==> src/rtl/uart_rx_fifo.sv <==
// uart_rx_fifo: buffers receiver byte strobes in a FIFO and exposes them to a CPU over a Wishbone classic slave.
// Latency: a pushed byte is visible in COUNT/STATUS/irq after one edge; each Wishbone access acks on the next cycle.
// Backpressure: none toward the receiver; a byte arriving while full is dropped and flags sticky overflow.
// Optional build macro UART_RX_FIFO_THRESH_IRQ_EN adds a THRESH register at addr 3 and a threshold/overflow irq.
module uart_rx_fifo #(
  parameter int DEPTH = 16,
  localparam int AW = $clog2(DEPTH)
) (
  input  logic       clk,
  input  logic       rst_n,
  input  logic       rx_valid,
  input  logic [7:0] rx_data,
  input  logic       wb_cyc_i,
  input  logic       wb_stb_i,
  input  logic       wb_we_i,
  input  logic [1:0] wb_adr_i,
  input  logic [7:0] wb_dat_i,
  output logic [7:0] wb_dat_o,
  output logic       wb_ack_o,
  output logic       irq
);

  localparam logic [AW:0] DEPTH_C = (AW+1)'(DEPTH);

  localparam logic [1:0] ADR_DATA   = 2'd0;
  localparam logic [1:0] ADR_STATUS = 2'd1;
  localparam logic [1:0] ADR_COUNT  = 2'd2;
  localparam logic [1:0] ADR_THRESH = 2'd3;

  logic [7:0]  mem [DEPTH];
  logic [AW-1:0] wr_ptr;
  logic [AW-1:0] rd_ptr;
  logic [AW:0]   count;
  logic [AW:0]   count_next;
  logic          overflow;
  logic          overflow_next;
  logic          full;
  logic          empty;
  logic          req;
  logic          rd_req;
  logic          wr_req;
  logic          pop;
  logic          push;
  logic          ovf_set;
  logic          ovf_clr;
  logic [7:0]    rdata;
  logic          irq_next;

  // Only some write-data bits are meaningful; fold the rest into a sink.
  logic unused_wb_dat;
  assign unused_wb_dat = ^wb_dat_i;

  assign full  = (count == DEPTH_C);
  assign empty = (count == '0);

  // The ack register masks a second request while an ack is outstanding,
  // which is what spaces back-to-back accesses to every other cycle.
  assign req    = wb_cyc_i & wb_stb_i & ~wb_ack_o;
  assign rd_req = req & ~wb_we_i;
  assign wr_req = req & wb_we_i;

  // A pop frees a slot in the same cycle, so a push into a full FIFO is legal then.
  assign pop     = rd_req & (wb_adr_i == ADR_DATA) & ~empty;
  assign push    = rx_valid & (~full | pop);
  assign ovf_set = rx_valid & full & ~pop;
  assign ovf_clr = wr_req & (wb_adr_i == ADR_STATUS) & wb_dat_i[2];

  // Set beats clear so an overflow in the clearing cycle is never lost.
  assign overflow_next = ovf_set | (overflow & ~ovf_clr);

`ifdef UART_RX_FIFO_THRESH_IRQ_EN
  logic [AW:0] thresh;
  logic [AW:0] thresh_next;
  logic [AW:0] thresh_eff;

  assign thresh_next = (wr_req && wb_adr_i == ADR_THRESH) ? wb_dat_i[AW:0] : thresh;
  // A threshold of zero would hold irq high on an empty FIFO; treat it as one.
  assign thresh_eff  = (thresh_next == '0) ? (AW+1)'(1) : thresh_next;
  assign irq_next    = (count_next >= thresh_eff) | overflow_next;

  // Threshold register, reset to one so the default behaves like "data pending".
  always_ff @(posedge clk or negedge rst_n) begin
    if (!rst_n) thresh <= (AW+1)'(1);
    else        thresh <= thresh_next;
  end
`else
  assign irq_next = (count_next != '0);
`endif

  // Occupancy update: simultaneous push and pop leaves count unchanged.
  always_comb begin
    count_next = count;
    case ({push, pop})
      2'b10:   count_next = count + (AW+1)'(1);
      2'b01:   count_next = count - (AW+1)'(1);
      default: count_next = count;
    endcase
  end

  // Read-data mux, sampled from pre-edge state so STATUS/COUNT show the value before this access.
  always_comb begin
    rdata = 8'h00;
    if (rd_req) begin
      case (wb_adr_i)
        ADR_DATA:   rdata = empty ? 8'h00 : mem[rd_ptr];
        ADR_STATUS: rdata = {5'b0, overflow, full, ~empty};
        ADR_COUNT:  rdata = 8'(count);
`ifdef UART_RX_FIFO_THRESH_IRQ_EN
        ADR_THRESH: rdata = 8'(thresh);
`else
        ADR_THRESH: rdata = 8'h00;
`endif
        default:    rdata = 8'h00;
      endcase
    end
  end

  // Storage array; contents are don't-care after reset so it carries no reset.
  always_ff @(posedge clk) begin
    if (push) mem[wr_ptr] <= rx_data;
  end

  // Pointers, occupancy, sticky overflow and the registered interrupt.
  always_ff @(posedge clk or negedge rst_n) begin
    if (!rst_n) begin
      wr_ptr   <= '0;
      rd_ptr   <= '0;
      count    <= '0;
      overflow <= 1'b0;
      irq      <= 1'b0;
    end else begin
      if (push) wr_ptr <= wr_ptr + AW'(1);
      if (pop)  rd_ptr <= rd_ptr + AW'(1);
      count    <= count_next;
      overflow <= overflow_next;
      irq      <= irq_next;
    end
  end

  // Wishbone response: one-cycle ack with read data registered alongside it.
  always_ff @(posedge clk or negedge rst_n) begin
    if (!rst_n) begin
      wb_ack_o <= 1'b0;
      wb_dat_o <= 8'h00;
    end else begin
      wb_ack_o <= req;
      if (req) wb_dat_o <= rdata;
    end
  end

endmodule
==> config.mk <==
export PLATFORM = sky130hd
export DESIGN_NAME = uart_rx_fifo
export DESIGN_NICKNAME = d
export VERILOG_FILES = /design/src/rtl/uart_rx_fifo.sv
export SDC_FILE = /design/constraint.sdc
export NUM_CORES = 1
export LEC_CHECK = 0
export ABC_AREA = 1
export BUFFER_PORTS_ARGS = -buffer_cell sky130_fd_sc_hd__buf_2
export CAP_MARGIN = 15
export CORE_MARGIN = 2
export CORE_UTILIZATION = 32
export CTS_CLUSTER_SIZE = 16
export DETAILED_ROUTE_END_ITERATION = 8
export GPL_TIMING_DRIVEN = 0
export PLACE_DENSITY = 0.48
export SETUP_SLACK_MARGIN = 0.1
export SLEW_MARGIN = 25
export SYNTH_ARGS = -nofsm -noshare
export SYNTH_HDL_FRONTEND = slang
export SYNTH_SLANG_ARGS = --single-unit
==> constraint.sdc <==
create_clock -name clk -period 4.81 [get_ports clk]
set_clock_uncertainty 0.15 [all_clocks]
set_input_delay 0.962 -clock clk [delete_from_list [all_inputs] [get_ports clk]]
set_output_delay 0.962 -clock clk [all_outputs]
set_load 0.03 [all_outputs]
==> reports/results.txt, run 1 <==
sequential share of the synthesized area = 68.45%
Hold Path Class = reg2reg
Via density = 5.009
initial antenna violation count = 0
# port buffers = 26
wire per inst = 19.50 um
Detail Route Antenna Nets = 0
global-route wire length before repair = 25630 um
Max VDD drop = 0.0003450 V
max-slew violations = 0
routed via count = 4333
gr usage total = 16.38%
post-CTS setup buffers = 0
Placer Congestion = 0.7946
Avg Synthesized Cell Area = 12.05 um2
Final Util = 37.81%
Max Root-Sink Buffers = 2
Initial Util = 32.29%
RSZ-0062 raised after global routing = no
# DRC = 0
Core Region = 20100 um2
Diodes inserted = 0
nets = 614
Hold-fix buffers, CTS = 0
Data arrival, critical path = 2830 ps
I/O Pins = 34
vias in the first global route = 4196
Die Height = 146.4 um
die area = 21440 um2
total wire length = 16870 um
Max Freq = 0.3410 GHz
CTS HTree Levels = 4
clk_lat worst skew = 430 ps
Setup WS post-layout = 1877 ps
dpl ws = 1417 ps
area grow syn2layout = 17.09%
Clock Root Buffer = clkbuf_16
worst endpoint required time = 4700 ps
hpwl dp = 10890 um
PwrDens = 602.0 nW/um2
TritonRoute pass-1 iters = 5
hold_ws = 331.9 ps
PostCTS Resize Cnt = 0
fin crit share = 60.97%
die width = 146.4 um
Clock Pin Slew Worst Setup and Hold Paths = 60 ps
Synth area leaders = edfxtp_1 59%, dfrtp_1 9.3%, o21ai_0 6.5%, nor2_1 5.4%, nand2_1 2.9%
commonest non-fill, non-tap cells in the layout = 128 x edfxtp_1, 84 x o21ai_0, 83 x nor2_1, 50 x nand2_1, 33 x buf_2
placement row count = 52
Setup TNS = 0 ps
Synth cell types = 32
Tmin final = 2933 ps
syn nets = 569
Seq cells post-synth = 152
Synthesis Warnings = 0
total global routing overflow = 0
slew at the pin closest to its max-slew limit = 1092 ps
Gate Count Post-Synth = 539
WS Path Type = in2reg
most common cell after layout, fill and taps aside = edfxtp_1
Synth area leader = edfxtp_1
Worst setup EP type = register
leakage power = 2.703 nW
final setup vio count = 0
nature of the critical path startpoint = input pin
largest net degree at the start of global routing = 25
Synth top area share = 59.20%
TritonCTS clock tree = done
TritonCTS Buffers = 17
fraction of layout cells with a size suffix above 1 = 17.65%
number of fillers in the final layout = 1926
Fin. Hold Viols = 0
Slew HR = 26.90%
CP max FO = 8
CTS Sinks = 152
run status = complete, no violations
post-synth design cell area = 6492 um2
total power = 4.577 mW
DRT iter0 DRCs = 464
Max-Cap Viols = 0
## metal layers
layer	share of wire (%)	track usage, %	vias to the layer above
met5	0	0	-
met2	47	26.01	121
met1	46	22.34	2149
met3	4.7	3.375	28
li1	-	-	2035
met4	2.1	5.971	0
## cell type report
class	instances	area, um2	area share, %
flip-flops and latches	152	4444	58.46
multi-input cells	334	1861	24.47
clock buffers	17	425.4	5.596
well taps	270	337.8	4.444
clock inverters	13	188.9	2.485
repair buffers	26	130.1	1.712
plain buffers	26	113.9	1.498
inverters	27	101.3	1.333
## stage by stage
| step | cell area, um2 | cells |
|---|---|---|
| 6_report | 7602 | 865 |
| 3_5_place_dp | 6978 | 835 |
| 3_3_place_gp | 6960 | 835 |
| 2_1_floorplan | 6492 | 539 |
| 5_1_grt | 7602 | 865 |
| 4_1_cts | 7592 | 865 |
## where the power goes
group | leakage, nW | internal [mW] | switching [mW]
clock network | 0.299 | 0.869 | 0.541
registers | 1.45 | 1.61 | 0.103
logic | 0.954 | 0.402 | 1.05
## flip-flops by register name, indices dropped and copies added (netlist names)
signal,cells
mem,128
wr_ptr,4
irq,1
wb_dat_o,8
wb_ack_o,1
rd_ptr,4
overflow,1
count,5
## final timing paths
kind	end	slack, ps	cells after the start	from
min in group asynchronous	wr_ptr[1]	370	1	rst_n
hold reg to reg	wb_dat_o[2]	330	2	wb_dat_o[2]
setup / recovery	mem[7][5]	1880	8	wb_adr_i[1]
setup reg to reg	mem[7][5]	2100	8	count[3]
max in group asynchronous	count[0]	3760	1	rst_n
hold / removal	wb_dat_o[2]	330	2	wb_dat_o[2]
## synth_stat cells
cell / number
a21oi_1: 4
a22o_1: 2
a32oi_1: 2
buf_1: 1
buf_2: 7
buf_6: 1
clkbuf_1: 17
clkinv_1: 1
dfrtp_1: 24
edfxtp_1: 128
ha_1: 6
inv_1: 23
inv_2: 3
nand2_1: 50
nand2_2: 8
nand2_4: 1
nand3_1: 15
nand3_2: 8
nand3_4: 3
nand4_1: 4
nand4_4: 1
nor2_1: 94
nor2_2: 3
nor2_4: 2
nor2_8: 2
o2111ai_1: 1
o211ai_1: 12
o21ai_0: 84
o21bai_1: 1
o221ai_1: 11
o22ai_1: 13
xor2_1: 7
## worst max-delay path, stage by stage
cell and delay (ps):
buf_2 150, nor2_8 190, nand3_4 90, nand2_1 80
nand2_1 100, inv_1 170, nand2_1 210, nor2_1 870
## kinds of logic after synthesis
family          count (synthesis)  share of synthesized area [%]
compound gates                130                          11.70
xor+xnor                        7                         0.9443
fa+ha+maj                       6                          1.156
buf+inv                        53                          3.314
flops                         152                          68.45
simple gates                  191                          14.43
(Power assumes the default switching activity.)
==> run 2: changes to the inputs <==
- clock period: 4.81 -> 2.8 ns (I/O delays scaled with it)
==> run 2 against run 1 <==
Hold slack got worse by 63 ps; register-to-register slack got worse by 1800 ps; final cell count increased by 0.12%; critical path type is now reg2reg; critical endpoint is now mem[3][1]; highest routed layer unchanged.
==> reports/results.txt, run 2 (synthesized netlist as in run 1, its figures left out) <==
# port buffers = 26
Initial Util = 32.29%
leakage power = 2.707 nW
Final Instance Area = 7625 um2
worst endpoint required time = 2700 ps
TritonCTS Buffers = 17
global-route wire length before repair = 25670 um
placement row count = 52
Placer Congestion = 0.7946
DRT iter0 DRCs = 485
Max Freq = 0.3990 GHz
hold_ws = 269.2 ps
vias in the first global route = 4203
CTS Sinks = 152
Tmin final = 2506 ps
nature of the critical path startpoint = register
die width = 146.4 um
# DRC = 0
number of fillers in the final layout = 1930
total global routing overflow = 0
fin crit share = 89.51%
nets = 615
Clock Root Buffer = clkbuf_16
most common cell after layout, fill and taps aside = edfxtp_1
fraction of layout cells with a size suffix above 1 = 18.46%
die area = 21440 um2
Core Region = 20100 um2
largest reg by FF count = mem
run status = complete, no violations
Via density = 5.008
Worst setup EP type = register
Cell Area, Placed = 6978 um2
wire per inst = 19.46 um
I/O Pins = 34
PwrDens = 1033 nW/um2
Slew HR = 49.37%
Largest regs = mem: 128 flops, wb_dat_o: 8 flops, count: 5 flops
max-slew violations = 0
Clock Pin Slew Worst Setup and Hold Paths = 60 ps
CP max FO = 8
Fin. Hold Viols = 0
gr usage total = 16.43%
Die Height = 146.4 um
RSZ-0062 raised after global routing = no
WS Path Type = reg2reg
Hold Path Class = in2reg
clk_lat worst skew = 430 ps
Max Root-Sink Buffers = 2
TritonCTS clock tree = done
area grow syn2layout = 17.44%
initial antenna violation count = 0
CTS HTree Levels = 4
post-CTS setup buffers = 0
Max VDD drop = 0.0005883 V
Detail Route Antenna Nets = 0
total power = 7.878 mW
Diodes inserted = 0
total wire length = 16860 um
hpwl dp = 10890 um
final setup vio count = 0
slew at the pin closest to its max-slew limit = 758.7 ps
max reg flops = 128
Data arrival, critical path = 2410 ps
commonest non-fill, non-tap cells in the layout = 128 x edfxtp_1, 84 x o21ai_0, 78 x nor2_1, 50 x nand2_1, 33 x buf_2
routed via count = 4337
largest net degree at the start of global routing = 25
Max-Cap Viols = 0
TritonRoute pass-1 iters = 5
-- run 2: final cells by class --
class / instances / area (um2) / share of cell area [%]
flip-flops and latches: 152 / 4444 / 58.29
multi-input cells: 334 / 1873 / 24.57
clock buffers: 17 / 425.4 / 5.579
well taps: 270 / 337.8 / 4.431
clock inverters: 13 / 188.9 / 2.478
repair buffers: 27 / 140.1 / 1.838
plain buffers: 26 / 113.9 / 1.493
inverters: 27 / 101.3 / 1.329
-- run 2: through the flow --
stage	TNS, ps	setup WS [ps]	instances	utilization [%]
after floorplan	0	588.0	539	-
after global placement	-11900	-203.7	835	34.62
after detailed placement	-10260	-190.5	835	34.71
after CTS	0	86.51	866	37.85
after global routing	0	179.7	866	37.93
final	0	293.6	866	37.93
-- run 2: layer usage --
metal  routed length, um  global-route usage, %  vias up
li1                    -                      -     2039
met4                 334                  5.971        0
met1                7848                  22.44     2150
met3                 827                  3.375       24
met2                7845                  26.06      124
met5                   0                      0        -
-- run 2: critical path: stages, from the launching register on --
cell	delay [ps]
dfrtp_1	500
nor2_4	90
nand3_1	100
inv_1	60
nand2_1	80
nand2_1	100
inv_1	170
nand2_1	230
nor2_2	650
-- run 2: power by group --
part / switching [mW] / total [mW] / internal [mW]
combinational: 1.82 / 2.51 / 0.694
sequential: 0.177 / 2.95 / 2.77
clock: 0.927 / 2.42 / 1.49
-- run 2: final timing paths --
kind,startpoint,to,slack (ps),cells after the start
setup / recovery,count[3],mem[3][1],290,8
hold / removal,wb_stb_i,wb_ack_o,270,3
setup reg to reg,count[3],mem[3][1],290,8
hold reg to reg,wb_dat_o[2],wb_dat_o[2],330,2
max in group asynchronous,rst_n,count[0],1610,2
min in group asynchronous,rst_n,wr_ptr[1],520,2
-- run 2: timing repair --
action / 4_1_cts / 5_1_grt
endpoints found under the hold margin: 24 / 0
endpoints found under the setup margin: 24 / 24
resized for setup: 3 / 3
hold buffers: 1 / 0
==> run 3: changes to the inputs <==
- CORE_UTILIZATION: 32 -> 40
- PLACE_DENSITY: 0.48 -> 0.57
==> run 3 against run 2 <==
Non-clock buffer count unchanged; critical path type unchanged; fmax fell by 3.5%; sequential power barely moved; total power shrank 2.2%; sequential cell count did not move; first-iteration DRC count down 14%; core utilization increased by 9.5 points.
==> reports/results.txt, run 3 (synthesized netlist as in run 1, its figures left out) <==
worst endpoint required time = 2700 ps
run status = complete, no violations
Fin. Hold Viols = 0
WS Path Type = reg2reg
Crit path largest cell delay = 810 ps
CP cell instances = nor2_4 > nand3_1 > inv_1 > nand2_1 > nand2_1 > inv_1 > nand2_1 > nor2_1
placement row count = 46
largest net degree at the start of global routing = 25
Placer Congestion = 0.8212
nature of the critical path startpoint = register
total wire length = 15940 um
nets = 615
total power = 7.701 mW
crit path buf inv count = 2
Max Freq = 0.3851 GHz
Max Root-Sink Buffers = 2
CP max FO = 8
I/O Pins = 34
commonest non-fill, non-tap cells in the layout = 128 x edfxtp_1, 84 x o21ai_0, 82 x nor2_1, 50 x nand2_1, 33 x buf_2
Data arrival, critical path = 2500 ps
Max-Cap Viols = 0
largest reg by FF count = mem
Worst setup EP type = register
CP Depth = 8
area grow syn2layout = 15.94%
Top Family by Delay on Critical Path = simple AND/OR/NAND/NOR gates
vias in the first global route = 4346
Hold Path Class = in2reg
leakage power = 2.689 nW
RSZ-0062 raised after global routing = yes
# port buffers = 26
R2R cell count = 8
Initial Util = 40.87%
most common cell after layout, fill and taps aside = edfxtp_1
fin crit share = 92.74%
Hold Path Depth = 3
DRT iter0 DRCs = 416
Largest regs = mem: 128 flops, wb_dat_o: 8 flops, count: 5 flops
Clock Pin Slew Worst Setup and Hold Paths = 60 ps
gr usage total = 19.20%
Slew HR = 31.79%
slew at the pin closest to its max-slew limit = 1019 ps
Core Region = 15890 um2
die width = 131.4 um
TritonCTS Buffers = 17
Cell Area, Placed = 6900 um2
max-slew violations = 0
CTS HTree Levels = 4
routed via count = 4329
fraction of layout cells with a size suffix above 1 = 18.23%
initial antenna violation count = 1
Final Instance Area = 7527 um2
wire per inst = 19.56 um
Layout Cells excl Fill = 815
Via density = 5.312
cell mode on critical path = nand2_1
# DRC = 0
clk_lat worst skew = 430 ps
Cells after DPL = 781
PwrDens = 1023 nW/um2
max reg flops = 128
hpwl dp = 10440 um
global-route wire length before repair = 24740 um
Die Height = 131.4 um
Clock Root Buffer = clkbuf_16
Detail Route Antenna Nets = 0
TritonRoute pass-1 iters = 5
post-CTS setup buffers = 0
die area = 17270 um2
Max VDD drop = 0.0006614 V
TritonCTS clock tree = done
Tmin final = 2597 ps
final setup vio count = 0
CTS Sinks = 152
number of fillers in the final layout = 1453
Setup TNS = 0 ps
total global routing overflow = 0
Slowest-stage cell, CP = nor2_1
## run 3: timing repair
item,CTS,global route
hold buffers,1,0
setup endpoints to repair,16,78
hold endpoints to repair,24,0
gates resized for setup,0,9
## run 3: worst reg2reg max path: stages (launching register included)
cell and delay [ps]:
dfrtp_1 510, nor2_4 90, nand3_1 90, inv_1 60, nand2_1 80, nand2_1 90, inv_1 160, nand2_1 180
nor2_1 810
## run 3: worst paths after layout
check	from	endpoint	slack, ps
worst max-delay path	count[3]	mem[8][2]	200
worst min-delay path	wb_stb_i	wb_ack_o	270
worst max register to register	count[3]	mem[8][2]	200
worst min register to register	wb_dat_o[6]	wb_dat_o[6]	330
max in group asynchronous	rst_n	irq	1620
min in group asynchronous	rst_n	rd_ptr[2]	510
## run 3: area by class of cell
cell class / instances / area [um2] / share of cell area (%)
sequential: 152 / 4444 / 59.04
clock inverter: 15 / 165.2 / 2.194
timing repair buffer: 27 / 140.1 / 1.862
clock buffer: 17 / 425.4 / 5.652
multi-input combinational: 334 / 1863 / 24.75
tap: 216 / 270.3 / 3.590
buffer: 26 / 115.1 / 1.529
inverter: 27 / 101.3 / 1.346
antenna: 1 / 2.502 / 0.03324
## run 3: metrics by stage
step / setup WS (ps) / utilization, % / hold slack [ps]
4_1_cts: 69.67 / 47.22 / 254.1
3_3_place_gp: -178.1 / 43.39 / 314.0
2_1_floorplan: 588.0 / - / 114.4
6_report: 203.3 / 47.39 / 265.2
5_1_grt: 7.464 / 47.37 / 262.6
3_5_place_dp: -173.7 / 43.44 / 322.0
## run 3: layer usage
metal | GRT usage (%) | part of all wire, % | vias up
met5 | 0 | 0 | -
met4 | 6.763 | 1.8 | 0
met3 | 4.051 | 6.4 | 21
met2 | 30.77 | 48 | 129
met1 | 25.98 | 44 | 2130
li1 | - | - | 2049
## run 3: power breakdown
part / switching, mW / leakage, nW / total [mW] / internal, mW
clock network: 0.963 / 0.278 / 2.29 / 1.33
logic: 1.76 / 0.961 / 2.45 / 0.692
registers: 0.183 / 1.45 / 2.95 / 2.77
total: 2.91 / 2.69 / 7.70 / 4.79
